===== src/rtl/fetch_pkt_sequencer.sv =====
// fetch_pkt_sequencer
//   Takes 4-lane fetch packets with an arbitrary lane-valid mask, packs the
//   valid lanes in lane order, and feeds them to a 2-wide FIFO write port over
//   one or two beats. Handles front-end flush and FIFO back-pressure.
//
// Ports
//   clk, rst_n            clock, synchronous active-low reset
//   flush_i               front-end flush (same cycle as the FIFO flush)
//   pkt_valid_i/ready_o   fetch packet handshake
//   pkt_mask_i            lane-valid mask, bit i qualifies lane i
//   pkt_data_i            packet lanes, lane i at [i*DATA_WIDTH +: DATA_WIDTH]
//   fifo_write_valid_o    FIFO write request
//   fifo_write_ready_i    FIFO can take a beat
//   fifo_write_num_o      lanes in this beat (0..2)
//   fifo_write_data_o     beat lanes, lane 0 = older instruction
//   busy_o                lanes still pending
module fetch_pkt_sequencer #(
  parameter int DATA_WIDTH = 32,
  parameter int PKT_LANES  = 4,
  parameter int WR_LANES   = 2
) (
  input  logic                            clk,
  input  logic                            rst_n,
  input  logic                            flush_i,
  input  logic                            pkt_valid_i,
  output logic                            pkt_ready_o,
  input  logic [PKT_LANES-1:0]            pkt_mask_i,
  input  logic [PKT_LANES*DATA_WIDTH-1:0] pkt_data_i,
  output logic                            fifo_write_valid_o,
  input  logic                            fifo_write_ready_i,
  output logic [1:0]                      fifo_write_num_o,
  output logic [WR_LANES*DATA_WIDTH-1:0]  fifo_write_data_o,
  output logic                            busy_o
);

  logic [DATA_WIDTH-1:0] buf_q [PKT_LANES];
  logic [2:0]            rem_q;
  logic [1:0]            rd_q;

  logic [DATA_WIDTH-1:0] comp [PKT_LANES];
  logic [2:0]            n_valid;
  logic                  fire;
  logic                  accept;

  // Pack the valid lanes toward lane 0, preserving lane order.
  always_comb begin
    n_valid = '0;
    for (int i = 0; i < PKT_LANES; i++) comp[i] = '0;
    for (int i = 0; i < PKT_LANES; i++) begin
      if (pkt_mask_i[i]) begin
        comp[n_valid[1:0]] = pkt_data_i[i*DATA_WIDTH +: DATA_WIDTH];
        n_valid = n_valid + 3'd1;
      end
    end
  end

  assign fifo_write_valid_o = (rem_q != 3'd0) & ~flush_i;
  assign fifo_write_num_o   = !fifo_write_valid_o ? 2'd0 :
                              (rem_q >= 3'd2)     ? 2'd2 : rem_q[1:0];

  // rd_q is only ever 0 or 2, so its upper bit selects the lane pair.
  assign fifo_write_data_o  = rd_q[1] ? {buf_q[3], buf_q[2]} : {buf_q[1], buf_q[0]};

  assign fire   = fifo_write_valid_o & fifo_write_ready_i;
  // Accept while draining the last beat so back-to-back packets have no bubble.
  assign pkt_ready_o = ~flush_i & ((rem_q == 3'd0) | (fire & (rem_q <= 3'd2)));
  assign accept = pkt_valid_i & pkt_ready_o;
  assign busy_o = (rem_q != 3'd0);

  always_ff @(posedge clk) begin
    if (!rst_n) begin
      rem_q <= '0;
      rd_q  <= '0;
    end else if (flush_i) begin
      rem_q <= '0;
      rd_q  <= '0;
    end else if (accept) begin
      // A new packet overrides the state left by a simultaneous final beat.
      rem_q <= n_valid;
      rd_q  <= '0;
    end else if (fire) begin
      rem_q <= rem_q - {1'b0, fifo_write_num_o};
      rd_q  <= rd_q + 2'd2;
    end
  end

  // Lane storage needs no reset: it is only read while rem_q is non-zero.
  always_ff @(posedge clk) begin
    if (accept) begin
      for (int i = 0; i < PKT_LANES; i++) buf_q[i] <= comp[i];
    end
  end

  a_rem_range: assert property (@(posedge clk) disable iff (!rst_n)
    rem_q <= 3'd4);
  a_rd_rem_sum: assert property (@(posedge clk) disable iff (!rst_n)
    ({2'b00, rd_q} + {1'b0, rem_q}) <= 4'd4);
  a_no_empty_fire: assert property (@(posedge clk) disable iff (!rst_n)
    !(fire && rem_q == 3'd0));

endmodule


===== config.mk =====
export PLATFORM = sky130hd
export DESIGN_NAME = fetch_pkt_sequencer
export DESIGN_NICKNAME = d
export VERILOG_FILES = /design/src/rtl/fetch_pkt_sequencer.sv
export SDC_FILE = /design/constraint.sdc
export NUM_CORES = 1
export LEC_CHECK = 0
export CAP_MARGIN = 30
export CORE_MARGIN = 3
export CORE_UTILIZATION = 40
export DETAILED_ROUTE_END_ITERATION = 6
export GPL_TIMING_DRIVEN = 0
export HOLD_SLACK_MARGIN = 0.12
export PLACE_DENSITY = 0.71
export SLEW_MARGIN = 20
export SYNTH_ARGS = -nofsm -noshare
export SYNTH_HDL_FRONTEND = slang
export SYNTH_SLANG_ARGS = --single-unit

===== constraint.sdc =====
create_clock -name clk -period 2.96 [get_ports clk]
set_input_delay 0.296 -clock clk [delete_from_list [all_inputs] [get_ports clk]]
set_output_delay 0.296 -clock clk [all_outputs]
set_load 0.01 [all_outputs]

==> flow_summary_export.csv, run 1 <==
group,metric,value,unit
run_status,status,"complete, no violations",
finish,layout-drive-gt1-share,15.9,%
finish,syn_to_final_growth,39.5,%
timing,slew_viol_final,0,
critical_path,setup.worst_path.end_class,"flop",
routing,wl_per_cell,21.0,um
cts,htree_levels,4,
timing,finalCriticalPeriod,2.87,ns
cts,insertion_delay,0.41,ns
grt,grt_overflow_total,0,
timing,tns,0,ns
grt,grt_pass1_vias,6439,
grt,grt_max_degree,85,
timing,fin_crit_sh,97.1,%
synth,yosys-top-cells-area,"edfxtp_1 (51%), mux2_2 (9.5%), a22o_1 (7.4%)",
finish,fin_cells,1174,
power_and_ir_drop,power.leakage,3.71,nW
power_and_ir_drop,powerDensity,506,nW/um^2
grt,met1_usage,30.5,%
routing,drc,0,
synth,ys_ff_latch,132,
critical_path,crit_fanout,19,
synth,synth-edff-count,128,
floorplan,io_pins,206,
routing,vias,6632,
routing,routed_wl,24600,um
timing,clock_skew,0.00689,ns
critical_path,slowest_delay,0.54,ns
critical_path,start_kind,"input pin",
synth,synth.most_common_cell,"nand2_1",
grt,met2_usage,36.5,%
synth,netlist.area_leader.share,50.8,%
placement,dp_cells,1142,
cts,clk_pin_slew,0.06,ns
synth,synth_area,7560,um^2
finish,fin_nets,1077,
routing,ant_nets,0,
routing,drtPass1Iterations,5,
synth,synthArstFlopShare,0,%
critical_path,crit_family,"buffers and inverters",
timing,max_freq,348,MHz
grt,grt_pass1_wl,35800,um
floorplan,rows,49,
synth,postSynthAreaPerCell,10.7,um^2
routing,vias_per_cell,5.65,
cts,clock-root-buffer,"clkbuf_16",
placement,io_buffer_count,205,
grt,antenna_found_initial,1,
cts,cts_tree,"done",
grt,grt.met3_usage,5.36,%
grt,track_usage,23.1,%
synth,syn-instance-count,707,
routing,drtIter0Drc,666,
synth,synth_ff_type,"edfxtp_1",
cts,holdBufCountCts,0,
floorplan,die_y,143,um
timing,setup_viol,0,
cts,cts_buffers,17,
floorplan,dieArea,20600,um^2
critical_path,worstSetupPathType,"input pin to flop",
placement,gp_congestion,0.843,
cts,cts_max_path_buffers,2,
critical_path,slowest_stage,"clkdlybuf4s50_1",
synth,synth_nets,853,
critical_path,worstPathCellList,"clkdlybuf4s50_1 -> buf_4 -> buf_8 -> inv_1 -> ha_1 -> xnor2_2 -> inv_1 -> ha_1 -> and2_1 -> clkbuf_1 -> buf_4 -> a22o_1",
min_path,hold_class,"input pin to flop",
floorplan,die_x,143,um
cts,cts.sinks,132,
critical_path,cp.arrival,3.04,ns
timing,slew_headroom,55.0,%
critical_path,worst-path-buf-inv,7,
floorplan,coreArea,18300,um^2
timing,hold_viol,0,
grt,grt-busiest-layer,"met2",
synth,synth_common_cells,"nand2_1 (132), edfxtp_1 (128), o21ai_0 (90), a22o_1 (64), mux2_2 (64)",
synth,synth_top_cell_by_area,"edfxtp_1",
placement,dp_hpwl,17000,um
timing,worst_pin_slew,0.674,ns
floorplan,initial_core_util,41.4,%
power_and_ir_drop,ir_worst_vdd,366,uV
synth,ys_seq_area_share,51.9,%
critical_path,crit_required,3.12,ns
synth,yosysWarnings,0,
run,max_cap_viol_count,0,
timing,hold_slack,0.537,ns
synth,synth.distinct_cells,37,
[cell type report]
type	instances	area, um^2
Tap cell	229	287
Antenna cell	1	2.50
Clock inverter	12	138
Inverter	9	38.8
Sequential cell	132	3920
Clock buffer	20	437
Multi-Input combinational cell	502	3250
Buffer	62	382
Fill cell	1571	7720
Timing Repair Buffer	207	2090
[tightest hold or removal path: stages]
cell and delay (ns):
clkdlybuf4s50_1 0.40, nand2b_1 0.17, a21oi_2 0.04
[per-stage QoR]
| stage | util [%] | power (mW) | cell area, um^2 | worst slack (ns) |
|---|---|---|---|---|
| after global placement | 54.2 | 3.28 | 9900 | -0.886 |
| after floorplan | - | 2.77 | 7560 | 0.339 |
| after detailed placement | 54.4 | 3.30 | 9930 | -0.913 |
| after CTS | 57.6 | 5.33 | 10500 | 0.0447 |
| after global routing | 57.7 | 5.53 | 10500 | -0.0207 |
| final | 57.7 | 5.33 | 10500 | 0.0871 |
[where the power goes]
group	total (mW)	switching [mW]	internal (mW)
sequential	2.25	0.0272	2.22
combinational	1.03	0.519	0.515
clock	2.05	0.744	1.31
[worst paths after layout]
path | depth (start not counted) | slack (ns) | from | end
worst max-delay path | 12 | 0.09 | pkt_mask_i[0] | buf_q[3][26]
worst min-delay path | 3 | 0.54 | rst_n | rem_q[1]
worst max register to register | 4 | 0.96 | rem_q[2] | buf_q[3][11]
worst min register to register | 2 | 0.69 | rem_q[2] | rem_q[2]
[cell families after synthesis]
logic type | count (synthesis) | synth area share (%)
AOI/OAI and AO/OA | 235 | 21.3
xor gates and xnor gates | 3 | 0.348
adders and majority gates | 9 | 1.59
buffers and inverters | 73 | 5.21
DFF | 132 | 51.9
muxes | 65 | 9.67
and+or+nand+nor | 190 | 10.0
[sequential cells by signal, indices dropped and copies added, names as in the netlist]
name	count
buf_q	128
rem_q	3
rd_q	1
[metal layers]
layer / up-vias / share of wire [%]
li1: 3110 / -
met1: 3107 / 41
met2: 357 / 47
met3: 58 / 8.8
met4: 0 / 3.1
met5: - / 0
[cell usage in the layout, fill, tap and decap left out, types with 2 or more instances in the layout]
master and instances:
clkdlybuf4s50_1 205, nand2_1 132, edfxtp_1 128, o21ai_0 90, a22o_1 64, mux2_2 64
nor2_1 38, o211ai_1 33, a22oi_1 32, buf_2 23, clkbuf_1 17, clkbuf_16 17
buf_4 9, buf_6 9, inv_1 8, o21ai_1 8, ha_1 8, clkbuf_2 6
and2_1 5, nor3_1 5, clkinv_2 5, dfxtp_1 4, nand2b_1 3, bufinv_16 3
xnor2_1 2, a21oi_1 2, clkinv_1 2, clkinvlp_4 2
[timing repair]
action	in CTS	in global routing
endpoints found under the setup margin	129	57
buffers inserted	0	1
gates resized for setup	12	10
gates cloned	0	0
pin swaps	0	1
(Power assumes the default switching activity.)
==> run 2: changes to the inputs <==
GPL_TIMING_DRIVEN = unset   (was 0)
==> run 2 against run 1 <==
Sequential power about the same. Register-to-register slack better by 0.06 ns. Highest routed layer unchanged. Largest power group unchanged. Wire length decreased by 13%. First-iteration DRC count down 52%. Sequential share of layout area increased by 0.69 points. Critical path depth shrank 5.
==> flow_summary_export.csv, run 2 (synthesized netlist as in run 1, its figures left out) <==
group,metric,value,unit
run_status,status,"complete, no violations",
finish,syn_to_final_growth,37.0,%
cts,clock-root-buffer,"clkbuf_16",
timing,hold_slack,0.514,ns
floorplan,dieArea,20600,um^2
floorplan,die_x,143,um
timing,clock_skew,0.00570,ns
cts,insertion_delay,0.41,ns
grt,antenna_found_initial,0,
placement,dp_cells,1093,
placement,gp_congestion,0.795,
cts,htree_levels,4,
placement,dp_hpwl,13800,um
cts,cts.sinks,132,
timing,fin_ws,0.666,ns
floorplan,io_pins,206,
routing,wl_per_cell,19.0,um
critical_path,slowest_delay,0.72,ns
critical_path,setup.worst_path.end_class,"flop",
finish,layout-drive-gt1-share,14.0,%
grt,grt_overflow_total,0,
power_and_ir_drop,ir_worst_vdd,376,uV
routing,drtPass1Iterations,5,
finish,diodes,0,
critical_path,slowest_stage,"and3_2",
timing,fin_crit_sh,77.5,%
routing,ant_nets,0,
finish,final_cell_mix,"clkdlybuf4s50_1 (203), nand2_1 (132), edfxtp_1 (128), o21ai_0 (90)",
timing,setup_viol,0,
finish,top_regs,"buf_q: 128 flops, rem_q: 3 flops, rd_q: 1 flops",
grt,grt_max_degree,66,
power_and_ir_drop,switchingPower,1.29,mW
grt,track_usage,20.5,%
finish,largest_reg_flops,128,
cts,holdBufCountCts,0,
floorplan,initial_core_util,41.4,%
routing,vias,6139,
cts,cts_tree,"done",
timing,slew_headroom,47.6,%
routing,drc,0,
min_path,hold_class,"input pin to flop",
cts,cts_resized,0,
critical_path,start_kind,"input pin",
finish,nFillCells,1605,
finish,fin_cells,1126,
finish,layout_commonest_cell,"clkdlybuf4s50_1",
floorplan,rows,49,
cts,cts_setup_buffers,0,
timing,worst_pin_slew,0.785,ns
critical_path,worstSetupPathType,"input pin to flop",
critical_path,worstPathCellList,"clkdlybuf4s50_1 -> xnor2_1 -> inv_1 -> ha_1 -> nand2_1 -> and3_2 -> a22o_1",
timing,max_freq,436,MHz
timing,finalCriticalPeriod,2.29,ns
timing,rsz0062_at_grt,"false",
power_and_ir_drop,p_seq_share,42.2,%
cts,clk_pin_slew,0.06,ns
grt,grt_pass1_wl,32400,um
routing,routed_wl,21400,um
run,max_cap_viol_count,0,
power_and_ir_drop,powerDensity,513,nW/um^2
finish,fin_nets,1030,
routing,drtIter0Drc,317,
placement,place_ws,0.232,ns
routing,vias_per_cell,5.45,
critical_path,crit_required,3.23,ns
timing,hold_viol,0,
grt,grt_pass1_vias,5966,
placement,io_buffer_count,205,
finish,regMostFlops,"buf_q",
floorplan,die_y,143,um
critical_path,crit_fanout,33,
power_and_ir_drop,power_frac_comb,18.2,%
cts,cts_buffers,17,
floorplan,coreArea,18300,um^2
timing,slew_viol_final,0,
critical_path,cp.arrival,2.57,ns
finish,fin_util,56.7,%
cts,cts_max_path_buffers,2,
power_and_ir_drop,p_int,4.03,mW
timing,tns,0,ns
power_and_ir_drop,clockPowerShare,39.6,%
power_and_ir_drop,power.leakage,3.54,nW
power_and_ir_drop,netSwitchingFraction,24.2,%
## run 2: changes by cell type in the layout (fill, tap and decap cells not counted), moves of 2 or more
cell and change:
and2_1 -4, and2_2 +4, buf_12 +6, buf_2 -22
buf_4 +2, buf_6 -9, clkbuf_1 -16, clkbuf_2 -6
clkdlybuf4s50_1 -2, clkinvlp_4 +2
## run 2: critical path, delay by kind of cell
family	cells	cell delay [ns]
buf+inv	2	0.63
xor+xnor	1	0.38
fa+ha+maj	1	0.21
simple gates	2	0.80
compound gates	1	0.24
## run 2: power groups by stage
stage	combinational, mW	sequential [mW]	clock [mW]
2_1_floorplan	0.487	2.28	0
3_3_place_gp	0.952	2.28	0
3_5_place_dp	0.964	2.29	0
4_1_cts	0.969	2.25	2.14
5_1_grt	1.06	2.26	2.23
6_report	0.966	2.25	2.10
## run 2: path summary, 6_finish.rpt
path / startpoint / endpoint / slack [ns] / depth (start not counted)
worst max-delay path: pkt_mask_i[2] / buf_q[3][26] / 0.67 / 7
worst min-delay path: pkt_mask_i[0] / rem_q[2] / 0.51 / 5
worst max register to register: rem_q[1] / rem_q[1] / 1.02 / 6
worst min register to register: rem_q[2] / rem_q[2] / 0.69 / 2
## run 2: layout make-up
type	instances	area (um^2)	share of cell area [%]
multi-input cells	502	3250	31.4
clock inverters	14	161	1.56
clock buffers	18	429	4.14
flip-flops and latches	132	3930	37.9
well taps	229	287	2.77
inverters	9	36.3	0.350
repair buffers	222	2270	21.9
## run 2: metal layers
metal	wire (um)	vias up	share of wire (%)	GRT usage, %
li1	-	3005	-	-
met1	9200	2920	43	26.8
met2	10700	195	50	34.9
met3	1220	19	5.7	4.29
met4	248	0	1.2	5.65
met5	0	-	0	0
## run 2: stage by stage
step                      power (mW)  area, um^2
after floorplan                 2.77        7560
after global placement          3.23        9740
after detailed placement        3.25        9740
after CTS                       5.35       10300
after global routing            5.54       10400
final                           5.31       10400
